===== src/rtl/pc_fetch_unit.sv =====
// F-stage program counter and instruction fetcher.
// Holds the PC, fetches over a req/ack handshake and presents {F_PC, F_instr, F_valid, F_exc} to D.
module pc_fetch_unit #(
  parameter logic [31:0] RESET_PC = 32'h0000_3000,
  parameter logic [31:0] IM_LO    = 32'h0000_3000,
  parameter logic [31:0] IM_HI    = 32'h0000_6FFC
) (
  input  logic        clk,
  input  logic        reset,
  input  logic        stall,
  input  logic [31:0] npc,
  input  logic        flush,
  input  logic [31:0] flush_pc,
  output logic        im_req,
  output logic [31:0] im_addr,
  input  logic        im_ack,
  input  logic [31:0] im_rdata,
  output logic [31:0] F_PC,
  output logic [31:0] F_instr,
  output logic        F_valid,
  output logic [4:0]  F_exc
);

  localparam logic [4:0] EXC_ADEL = 5'd4;

  logic [31:0] pc;
  logic [31:0] tgt;
  logic        adv;
  logic        bad;
  logic        load;

  // Handshake: im_req/im_addr are combinational; a transfer completes in any cycle
  // where im_req and im_ack are both high. Without ack, PC is loaded with tgt, so the
  // next cycle re-presents the same address until ack or flush. Memory has no side
  // effects, so an abandoned request needs no cancellation.
  always_comb begin
    adv  = F_valid & ~stall & ~flush;
    tgt  = flush ? flush_pc : (adv ? npc : pc);
    bad  = (tgt[1:0] != 2'b00) | (tgt < IM_LO) | (tgt > IM_HI);
    load = flush | ~F_valid | adv;
  end

  assign im_addr = tgt;
  assign im_req  = load & ~bad & ~reset;
  assign F_PC    = pc;

  // A stalled, valid F holds everything; otherwise the slot reloads from tgt.
  always_ff @(posedge clk or posedge reset) begin
    if (reset) begin
      pc      <= RESET_PC;
      F_instr <= 32'h0;
      F_valid <= 1'b0;
      F_exc   <= 5'd0;
    end else if (load) begin
      pc <= tgt;
      if (bad) begin
        F_instr <= 32'h0;
        F_exc   <= EXC_ADEL;
        F_valid <= 1'b1;
      end else if (im_ack) begin
        F_instr <= im_rdata;
        F_exc   <= 5'd0;
        F_valid <= 1'b1;
      end else begin
        F_valid <= 1'b0;
      end
    end
  end

endmodule


===== config.mk =====
export PLATFORM = sky130hd
export DESIGN_NAME = pc_fetch_unit
export DESIGN_NICKNAME = d
export VERILOG_FILES = /design/src/rtl/pc_fetch_unit.sv
export SDC_FILE = /design/constraint.sdc
export NUM_CORES = 1
export LEC_CHECK = 0
export ABC_AREA = 1
export ABC_CLOCK_PERIOD_IN_PS = 3500
export CAP_MARGIN = 20
export CORE_UTILIZATION = 37
export CTS_CLUSTER_DIAMETER = 120
export DETAILED_ROUTE_END_ITERATION = 6
export GPL_ROUTABILITY_DRIVEN = 0
export PLACE_DENSITY = 0.78
export REMOVE_ABC_BUFFERS = 1
export SETUP_SLACK_MARGIN = 0.2
export SYNTH_ARGS = -nofsm -noshare
export SYNTH_HDL_FRONTEND = slang
export SYNTH_SLANG_ARGS = --single-unit

===== constraint.sdc =====
create_clock -name clk -period 3.5 [get_ports clk]
set_clock_uncertainty 0.1 [all_clocks]
set_input_delay 1.05 -clock clk [delete_from_list [all_inputs] [get_ports clk]]
set_output_delay 1.05 -clock clk [all_outputs]
set_load 0.005 [all_outputs]

==> reports/summary.txt <==
post-synthesis sequential area ratio: 41.3%
vias per cell: 4.98
area of the multi-input gates: 2230 sq um
Post-CTS Hold Buffers: 0
worst slew pin tran: 0.939 ns
Post-Syn Area: 4000 sq um
post-detail-place hpwl: 10600 microns
startpoint types: input pin
Vias: 5040
RSZ-0062 raised after global routing: yes
GRT overflow: 0
first-pass GRT wire length: 24900 microns
Final Critical Period: 3.83 ns
Final nets: 975
TritonCTS Buffers: 9
Max FO, Critical Path: 6
final hold violation count: 0
vias in the first global route: 5188
area delta synth->final: 96.7%
# setup viols final: 14
worst slack at placement: -1.27 ns
power per cell area: 302 nW/um^2
Max Cap Viol: 0
FMAX: 261 MHz
flops & latches, synth: 66
Leakage: 4.07 nW
Yosys warnings: 0
Iter 0 DRT Violations: 358
mean post-synth cell area: 7.60 sq um
CP Capture Type: output port
Tcrit/Tclk final: 109%
Placed Area: 6630 sq um
initial antenna violation count: 1
Fill cells: 699
die width: 106 microns
Final Hold Slack: 0.372 ns
Detailed Route WL: 16700 microns
setup TNS: -0.917 ns
Routed WL per cell: 16.5 microns
TritonCTS clock tree: built
H-tree depth: 3
CTS Root Cell: clkbuf_8
EDFF count, synth: 0
final instance area: 7870 sq um
Worst-Skew Late Latency: 0.34 ns
layout cells sized above 1: 42.3%
WP data required: 2.35 ns
Synth cell types: 29
top post-synthesis cells by area: dfrtp_1 40%, nand2_1 15%, inv_1 9.1%, mux2_2 6.2%, nor2_2 3.9%
Clock Pin Slew Worst Setup and Hold Paths: 0.07 ns
# rows: 37
final routed DRC violation total: 0
global-route usage over all layers: 28.6%
predominant post-synthesis flop cell: dfrtp_1
largest net degree at the start of global routing: 42
Core Footprint: 10400 sq um
Final Power: 2.38 mW
count leader, synth: nand2_1
failing checks: setup timing
Yosys top cell by area: dfrtp_1
Min-Delay Path Class: reg2reg
# IOs: 204
max-slew violations: 0
status: finished, violations left
Sequential cell area: 1650 sq um
CP Data Arrival Time: 2.68 ns
ant diodes: 0
post-route setup slack: -0.328 ns
Max-slew headroom: 37.3%
most frequent cells after synthesis: 159 x nand2_1, 97 x inv_1, 64 x dfrtp_1
Max IR drop VDD: 183 uV
First-pass DRT Iterations: 5
Die H: 106 microns
FFs w/ async S/R, synth: 100%
Post-DRT Antenna Nets: 0
WS Path Type: in2out
die area: 11200 sq um
area fraction of the dominant cell type after synthesis: 40.0%
number of port buffers: 199
Initial Util: 38.4%
Clock Tree Buf Depth: 2
CTS Sinks: 66
Syn Inst Count: 527
## cells in the final DEF (no fill, tap or decap), drive strengths merged, types with 4 or more instances in the layout
cell	synthesis	final
a21oi	20	20
buf	21	173
clkbuf	1	19
clkdlybuf4s50	0	148
conb	1	4
dfrtp	64	64
dlygate4sd2	0	18
inv	103	103
mux2	22	22
nand2	166	168
nand3	40	40
nand4	13	13
nor2	66	68
## worst max-delay path, cell delays in order
cell	delay, ns
buf_8	0.11
inv_8	0.07
nand2_8	0.09
nor2_4	0.23
nand2_1	0.08
nand2_1	0.11
nand2_2	0.08
nand2_2	0.09
clkinv_2	0.08
nand2_1	0.08
nand3_2	0.10
nor2_4	0.20
nand2_1	0.08
nor2_1	0.09
buf_2	0.13
## power breakdown
| group | total, mW | leakage (nW) | internal, mW | switching [mW] |
|---|---|---|---|---|
| logic | 0.885 | 3.14 | 0.496 | 0.388 |
| clock network | 0.654 | 0.101 | 0.358 | 0.296 |
| registers | 0.841 | 0.836 | 0.811 | 0.0304 |
## sequential cells by signal (all words and copies together) (netlist names)
register and cells:
F_exc 1, F_PC 32, F_instr 32, F_valid 1
## layout make-up
class | count | area share [%]
clock buffer | 11 | 1.92
clock inverter | 3 | 0.509
inverter | 104 | 5.26
multi-input combinational | 342 | 28.3
sequential | 66 | 21.0
tap | 136 | 2.16
timing repair buffer | 351 | 40.9
## path summary, 6_finish.rpt
kind	startpoint	endpoint	slack, ns	cells past startpoint
min in group asynchronous	reset	F_instr[6]$_DFFE_PP0P_	1.04	2
worst max register to register	F_valid$_DFFE_PP0P_	F_instr[29]$_DFFE_PP0P_	0.28	25
worst max-delay path	stall	im_req	-0.33	15
worst min register to register	F_instr[31]$_DFFE_PP0P_	F_instr[31]$_DFFE_PP0P_	0.37	2
worst min-delay path	F_instr[31]$_DFFE_PP0P_	F_instr[31]$_DFFE_PP0P_	0.37	2
max in group asynchronous	reset	F_PC[13]$_DFFE_PP1P_	1.55	3
## per-layer routing
layer	wire, microns	vias to the layer above	track usage, %
met1	5860	2382	29.8
met5	13	-	0
met2	8530	292	50.7
met3	1390	77	7.97
met4	903	2	17.5
li1	-	2287	-
## what timing repair did
item	CTS	global route
endpoints found under the setup margin	56	41
resized for setup	215	72
buffers inserted	59	13
cloned	3	1
pin swaps	79	33
## cell families after synthesis
| kind of cell | Yosys count | synth area share, % |
|---|---|---|
| simple gates | 291 | 35.3 |
| buf+inv | 126 | 14.1 |
| flops | 66 | 41.3 |
| mux | 22 | 6.19 |
| compound gates | 21 | 3.06 |
| other cells | 1 | 0.0937 |
## through the flow
stage,util (%),instances
6_report,75.6,1013
5_1_grt,75.6,1013
3_5_place_dp,63.6,923
2_1_floorplan,-,508
4_1_cts,73.0,999
3_3_place_gp,63.6,923
No activity file was read; power rests on OpenSTA's default activity.
